## src/rtl/mem_write_buffer.sv

```systemverilog
// Processor store buffer: circular FIFO of pending word writes drained one at a time
// over a req/ack port, with youngest-match load forwarding.
module mem_write_buffer #(
  parameter int DEPTH = 4
) (
  input  logic        clk,
  input  logic        reset,
  input  logic        cpu_we,
  input  logic [31:0] cpu_addr,
  input  logic [31:0] cpu_wdata,
  output logic [31:0] cpu_rdata,
  output logic [31:0] rd_addr,
  input  logic [31:0] rd_data,
  output logic        mem_req,
  output logic [31:0] mem_addr,
  output logic [31:0] mem_wdata,
  input  logic        mem_ack,
  output logic        full,
  output logic        empty,
  output logic        overflow
);

  localparam int AW = $clog2(DEPTH);
  localparam int CW = AW + 1;

  typedef enum logic {IDLE = 1'b0, REQ = 1'b1} state_t;

  state_t          state_q;
  logic [AW-1:0]   head_q, tail_q, head_d, tail_d, head_nx_s, idx_s;
  logic [CW-1:0]   count_q, count_d;
  logic [31:0]     addr_q [DEPTH];
  logic [31:0]     data_q [DEPTH];
  logic            mem_req_q, overflow_q;
  logic [31:0]     mem_addr_q, mem_wdata_q;
  logic            push_s, pop_s, full_s;
  logic [31:0]     store_addr_s, fwd_data_s;

  assign full_s       = (count_q == CW'(DEPTH));
  assign push_s       = cpu_we && !full_s;
  assign pop_s        = (state_q == REQ) && mem_ack;
  assign head_nx_s    = head_q + AW'(1'b1);
  assign store_addr_s = {cpu_addr[31:2], 2'b00};

  // Pointer and occupancy next-state
  always_comb begin
    head_d  = head_q;
    tail_d  = tail_q;
    count_d = count_q;
    if (pop_s) begin
      head_d = head_nx_s;
    end else begin
      head_d = head_q;
    end
    if (push_s) begin
      tail_d = tail_q + AW'(1'b1);
    end else begin
      tail_d = tail_q;
    end
    if (push_s && !pop_s) begin
      count_d = count_q + CW'(1'b1);
    end else if (pop_s && !push_s) begin
      count_d = count_q - CW'(1'b1);
    end else begin
      count_d = count_q;
    end
  end

  // Walk entries oldest to youngest so the last match wins regardless of wrap
  always_comb begin
    fwd_data_s = rd_data;
    idx_s      = head_q;
    for (int i = 0; i < DEPTH; i++) begin
      idx_s = head_q + AW'(i);
      if ((CW'(i) < count_q) && (addr_q[idx_s][31:2] == cpu_addr[31:2])) begin
        fwd_data_s = data_q[idx_s];
      end else begin
        fwd_data_s = fwd_data_s;
      end
    end
  end

  // Storage, pointers, sticky overflow and the drain FSM with its registered outputs
  always_ff @(posedge clk or posedge reset) begin
    if (reset) begin
      state_q     <= IDLE;
      head_q      <= '0;
      tail_q      <= '0;
      count_q     <= '0;
      mem_req_q   <= 1'b0;
      mem_addr_q  <= 32'h0000_0000;
      mem_wdata_q <= 32'h0000_0000;
      overflow_q  <= 1'b0;
      for (int i = 0; i < DEPTH; i++) begin
        addr_q[i] <= 32'h0000_0000;
        data_q[i] <= 32'h0000_0000;
      end
    end else begin
      if (push_s) begin
        addr_q[tail_q] <= store_addr_s;
        data_q[tail_q] <= cpu_wdata;
      end
      overflow_q <= overflow_q | (cpu_we & full_s);
      head_q     <= head_d;
      tail_q     <= tail_d;
      count_q    <= count_d;
      case (state_q)
        IDLE: begin
          if (count_q != '0) begin
            state_q     <= REQ;
            mem_req_q   <= 1'b1;
            mem_addr_q  <= addr_q[head_q];
            mem_wdata_q <= data_q[head_q];
          end else if (push_s) begin
            state_q     <= REQ;
            mem_req_q   <= 1'b1;
            mem_addr_q  <= store_addr_s;
            mem_wdata_q <= cpu_wdata;
          end
        end
        REQ: begin
          if (mem_ack) begin
            if (count_d == '0) begin
              state_q   <= IDLE;
              mem_req_q <= 1'b0;
            end else if (count_q > CW'(1'b1)) begin
              mem_addr_q  <= addr_q[head_nx_s];
              mem_wdata_q <= data_q[head_nx_s];
            end else begin
              // Only the entry pushed on this same edge remains; take it from the inputs
              mem_addr_q  <= store_addr_s;
              mem_wdata_q <= cpu_wdata;
            end
          end
        end
        default: begin
          state_q   <= IDLE;
          mem_req_q <= 1'b0;
        end
      endcase
    end
  end

  assign cpu_rdata = fwd_data_s;
  assign rd_addr   = cpu_addr;
  assign mem_req   = mem_req_q;
  assign mem_addr  = mem_addr_q;
  assign mem_wdata = mem_wdata_q;
  assign full      = full_s;
  assign empty     = (count_q == '0) && !mem_req_q;
  assign overflow  = overflow_q;

endmodule
```

## config.mk

```make
export PLATFORM = sky130hd
export DESIGN_NAME = mem_write_buffer
export DESIGN_NICKNAME = d
export VERILOG_FILES = /design/src/rtl/mem_write_buffer.sv
export SDC_FILE = /design/constraint.sdc
export NUM_CORES = 1
export LEC_CHECK = 0
export ABC_AREA = 1
export ABC_CLOCK_PERIOD_IN_PS = 15800
export CAP_MARGIN = 20
export CORE_UTILIZATION = 35
export CTS_BUF_LIST = sky130_fd_sc_hd__clkbuf_2
export CTS_CLUSTER_DIAMETER = 60
export DETAILED_ROUTE_END_ITERATION = 12
export GPL_ROUTABILITY_DRIVEN = 0
export GPL_TIMING_DRIVEN = 0
export SETUP_SLACK_MARGIN = 0.2
export SYNTH_ARGS = -nofsm -noshare
export SYNTH_HDL_FRONTEND = slang
export SYNTH_SLANG_ARGS = --single-unit
```

## constraint.sdc

```tcl
create_clock -name clk -period 15.8 [get_ports clk]
set_clock_uncertainty 0.1 [all_clocks]
set_input_delay 1.58 -clock clk [delete_from_list [all_inputs] [get_ports clk]]
set_output_delay 1.58 -clock clk [all_outputs]
set_load 0.01 [all_outputs]
```

==> impl_metrics.env <==
export IMPL_wire_per_inst_um=23.4
export IMPL_min_period_ns=7.22
export IMPL_cts_root_buf="clkbuf_2"
export IMPL_hpwlAfterDp_um=93100
export IMPL_drive_above_1_share_pct=6.73
export IMPL_r2r_worst_path_cells=10
export IMPL_cp_slowest_cell="clkdlybuf4s50_1"
export IMPL_critical_path_top_delay_family="buffers and inverters"
export IMPL_cts_resized=0
export IMPL_clk_pin_slew_worst_paths_ns=0.11
export IMPL_crit_chain="clkdlybuf4s50_1 > clkinv_1 > xor2_1 > nor2_1 > nand2_1 > nor2_1 > nand2_1 > nor2_2 > clkbuf_1 > a21oi_1 > nand2_1 > nand2_1 > nand2_1 > clkdlybuf4s50_1"
export IMPL_num_vias=29311
export IMPL_grtUsageTotal_pct=33.8
export IMPL_path_common_cell="nand2_1"
export IMPL_numCtsBuffers=84
export IMPL_tns_ns=0
export IMPL_relSlewSlack_pct=21.8
export IMPL_cts_sinks=320
export IMPL_crit_buf_inv=4
export IMPL_cp_max_fo=10
export IMPL_min_to="overflow"
export IMPL_layout_nets=4361
export IMPL_whs_path_depth=1
export IMPL_maxCapViolCount=0
export IMPL_hold_viol=0
export IMPL_synth_cells=3946
export IMPL_synth_cell_types=36
export IMPL_rows=95
export IMPL_slowest_delay_ns=0.86
export IMPL_drc_errors=0
export IMPL_holdCritPathClass="register to register"
export IMPL_instances_no_fill=5182
export IMPL_cts_hold_buf=0
export IMPL_syn_area_um2=24000
export IMPL_core_area_um2=67400
export IMPL_power_density_nw_per_um2=248
export IMPL_r2r_start="count_q[0]"
export IMPL_arrival_ns=5.54
export IMPL_drt_wl_total_um=121000
export IMPL_start_util_pct=35.6
export IMPL_io_buffers=217
export IMPL_syn_to_final_growth_pct=17.1
export IMPL_reg2reg_to="addr_q[52]"
export IMPL_critical_path_class="input port to output port"
export IMPL_grt_overflow_total=0
export IMPL_routed_via_density=5.66
export IMPL_worst_setup_path_end_kind="output port"
export IMPL_synth_seq_cells=320
export IMPL_rsz0062_at_grt="false"
export IMPL_fin_crit_sh_pct=45.7
export IMPL_htreeDepth=3
export IMPL_p_total_mw=6.96
export IMPL_netlist_area_leader_share_pct=33.4
export IMPL_vdd_ir_drop_max_v=0.000108
export IMPL_worst_slew_pin_slew_ns=1.17
export IMPL_avgSynthCellArea_um2=6.07
export IMPL_async_reset_ff_share_pct=100
export IMPL_seq_area_frac_synth_pct=33.4
export IMPL_grt_pass1_vias=26106
export IMPL_slew_viol_final=0
export IMPL_postRouteAntennaNets=0
export IMPL_antenna_found_initial=3
export IMPL_outcome="finished clean"
export IMPL_dieWidth_um=264
export IMPL_r2r_slack_ns=11.87
export IMPL_cts_buffer_depth=3
export IMPL_grt_max_degree=107
export IMPL_die_area_um2=69500
export IMPL_post_cts_buffers=0
export IMPL_required_ns=14.12
export IMPL_grt_pass1_wl_um=174000
export IMPL_worstHoldStart="overflow"
export IMPL_drtIter0Drc=4642
export IMPL_fp_dieH_um=264
export IMPL_startpoint_type="input port"
export IMPL_insertion_delay_ns=1.15
export IMPL_leakagePower_nw=14.4
export IMPL_io_pins=232
export IMPL_dr_pass1_iters=9
export IMPL_ys_flop_type="dfrtp_1"
export IMPL_synth_area_leader_cell="dfrtp_1"
export IMPL_ys_warn_count=0
export IMPL_yosys_top_cells_area="dfrtp_1 (33%), nand2_1 (28%), o21ai_0 (11%), nand3_1 (6.7%), inv_1 (4.4%)"
export IMPL_setup_violations=0
export IMPL_dp_cells=5040
export IMPL_cts_tree="done"
export IMPL_synth_edf_count=0
export IMPL_fmax_mhz=138
worst max path at each step:
stage                 start      endpoint  slack, ns  cells after the start
2_1_floorplan         reset   addr_q[100]       5.26                      1
3_3_place_gp          reset   addr_q[114]       0.93                      2
3_5_place_dp   cpu_addr[17]  cpu_rdata[0]       8.84                     17
4_1_cts        cpu_addr[17]  cpu_rdata[0]       8.84                     17
5_1_grt        cpu_addr[12]  cpu_rdata[9]       8.55                     14
6_report       cpu_addr[12]  cpu_rdata[9]       8.58                     14
worst register-to-register path, cell delays in order (launching register included):
cell	delay, ns
dfrtp_1	0.44
inv_1	0.14
ha_1	0.18
nand2_1	0.10
nand2_1	0.45
inv_1	0.23
nand2_1	0.43
clkbuf_1	0.83
clkbuf_1	0.73
nand2_1	0.10
o21ai_0	0.10
cell usage after synthesis (7+ instances only):
cell type and number:
clkinv_1 9, inv_1 279, buf_2 66, o21ai_0 512
buf_6 24, nand3_1 322, o22ai_1 9, o211ai_1 88
clkbuf_1 135, xor2_1 23, buf_1 15, buf_4 45
ha_1 8, o21ai_1 37, dfrtp_1 320, nand2_1 1762
or2_2 7, nand4_1 11, nor2_1 142, a21oi_1 104
power breakdown:
part / leakage, nW / internal [mW] / total, mW / switching (mW)
Combinational: 9.88 / 1.33 / 4.81 / 3.47
Clock: 0.551 / 0.218 / 0.594 / 0.376
Sequential: 4.02 / 1.20 / 1.56 / 0.354
Total: 14.4 / 2.75 / 6.96 / 4.20
metal layers:
| layer | global-route usage [%] | vias to the layer above | wire, um |
|---|---|---|---|
| li1 | - | 13250 | - |
| met1 | 46.7 | 13460 | 48600 |
| met2 | 46.7 | 2250 | 47500 |
| met3 | 12.3 | 351 | 19200 |
| met4 | 14.9 | 0 | 5720 |
| met5 | 0 | - | 0 |
placed cells by master (no fill, tap or decap), types with 3 or more instances in the layout:
master,instances
a21oi_1,104
buf_1,15
buf_16,3
buf_2,66
buf_4,45
buf_6,24
clkbuf_1,135
clkbuf_2,117
clkdlybuf4s50_1,217
clkinv_1,21
clkinv_2,4
clkinv_4,4
dfrtp_1,320
ha_1,8
inv_1,278
nand2_1,1762
nand2_2,3
nand3_1,322
nand4_1,11
nor2_1,142
nor2_4,3
nor3_1,5
o211ai_1,88
o21ai_0,512
o21ai_1,37
o22ai_1,9
or2_2,7
xor2_1,23
per-stage QoR:
step	setup slack, ns	utilization [%]	instance area, um^2	hold slack [ns]
2_1_floorplan	5.26	-	24000	0.369
3_3_place_gp	0.928	40.4	27200	0.337
3_5_place_dp	8.84	40.5	27300	0.344
4_1_cts	8.84	41.6	28000	0.371
5_1_grt	8.55	41.6	28100	0.398
6_report	8.58	41.6	28100	0.368
layout make-up:
class                   instances  area, um^2
flip-flops and latches        320        8010
well taps                     873        1090
fillers                      7301       39300
multi-input cells            3049       13300
plain buffers                 286        1520
inverters                     292        1110
repair buffers                220        2250
clock buffers                 117         586
diodes                          2        5.00
clock inverters                23         145
registers in the layout, indices dropped and copies added, names as in the netlist, 2 cells and up:
signal and count:
addr_q 120, count_q 3, data_q 128, head_q 2, mem_addr 30, mem_wdata 32, tail_q 2
kinds of logic after synthesis:
kind of cell	after synthesis	share of synthesized area, %
buf+inv	578	10.9
compound gates	753	16.7
xor+xnor	23	0.841
flops	320	33.4
simple gates	2262	37.6
other cells	1	0.0157
mux	1	0.0470
fa+ha+maj	8	0.418
Note: power is estimated with default switching activity, not from simulation.
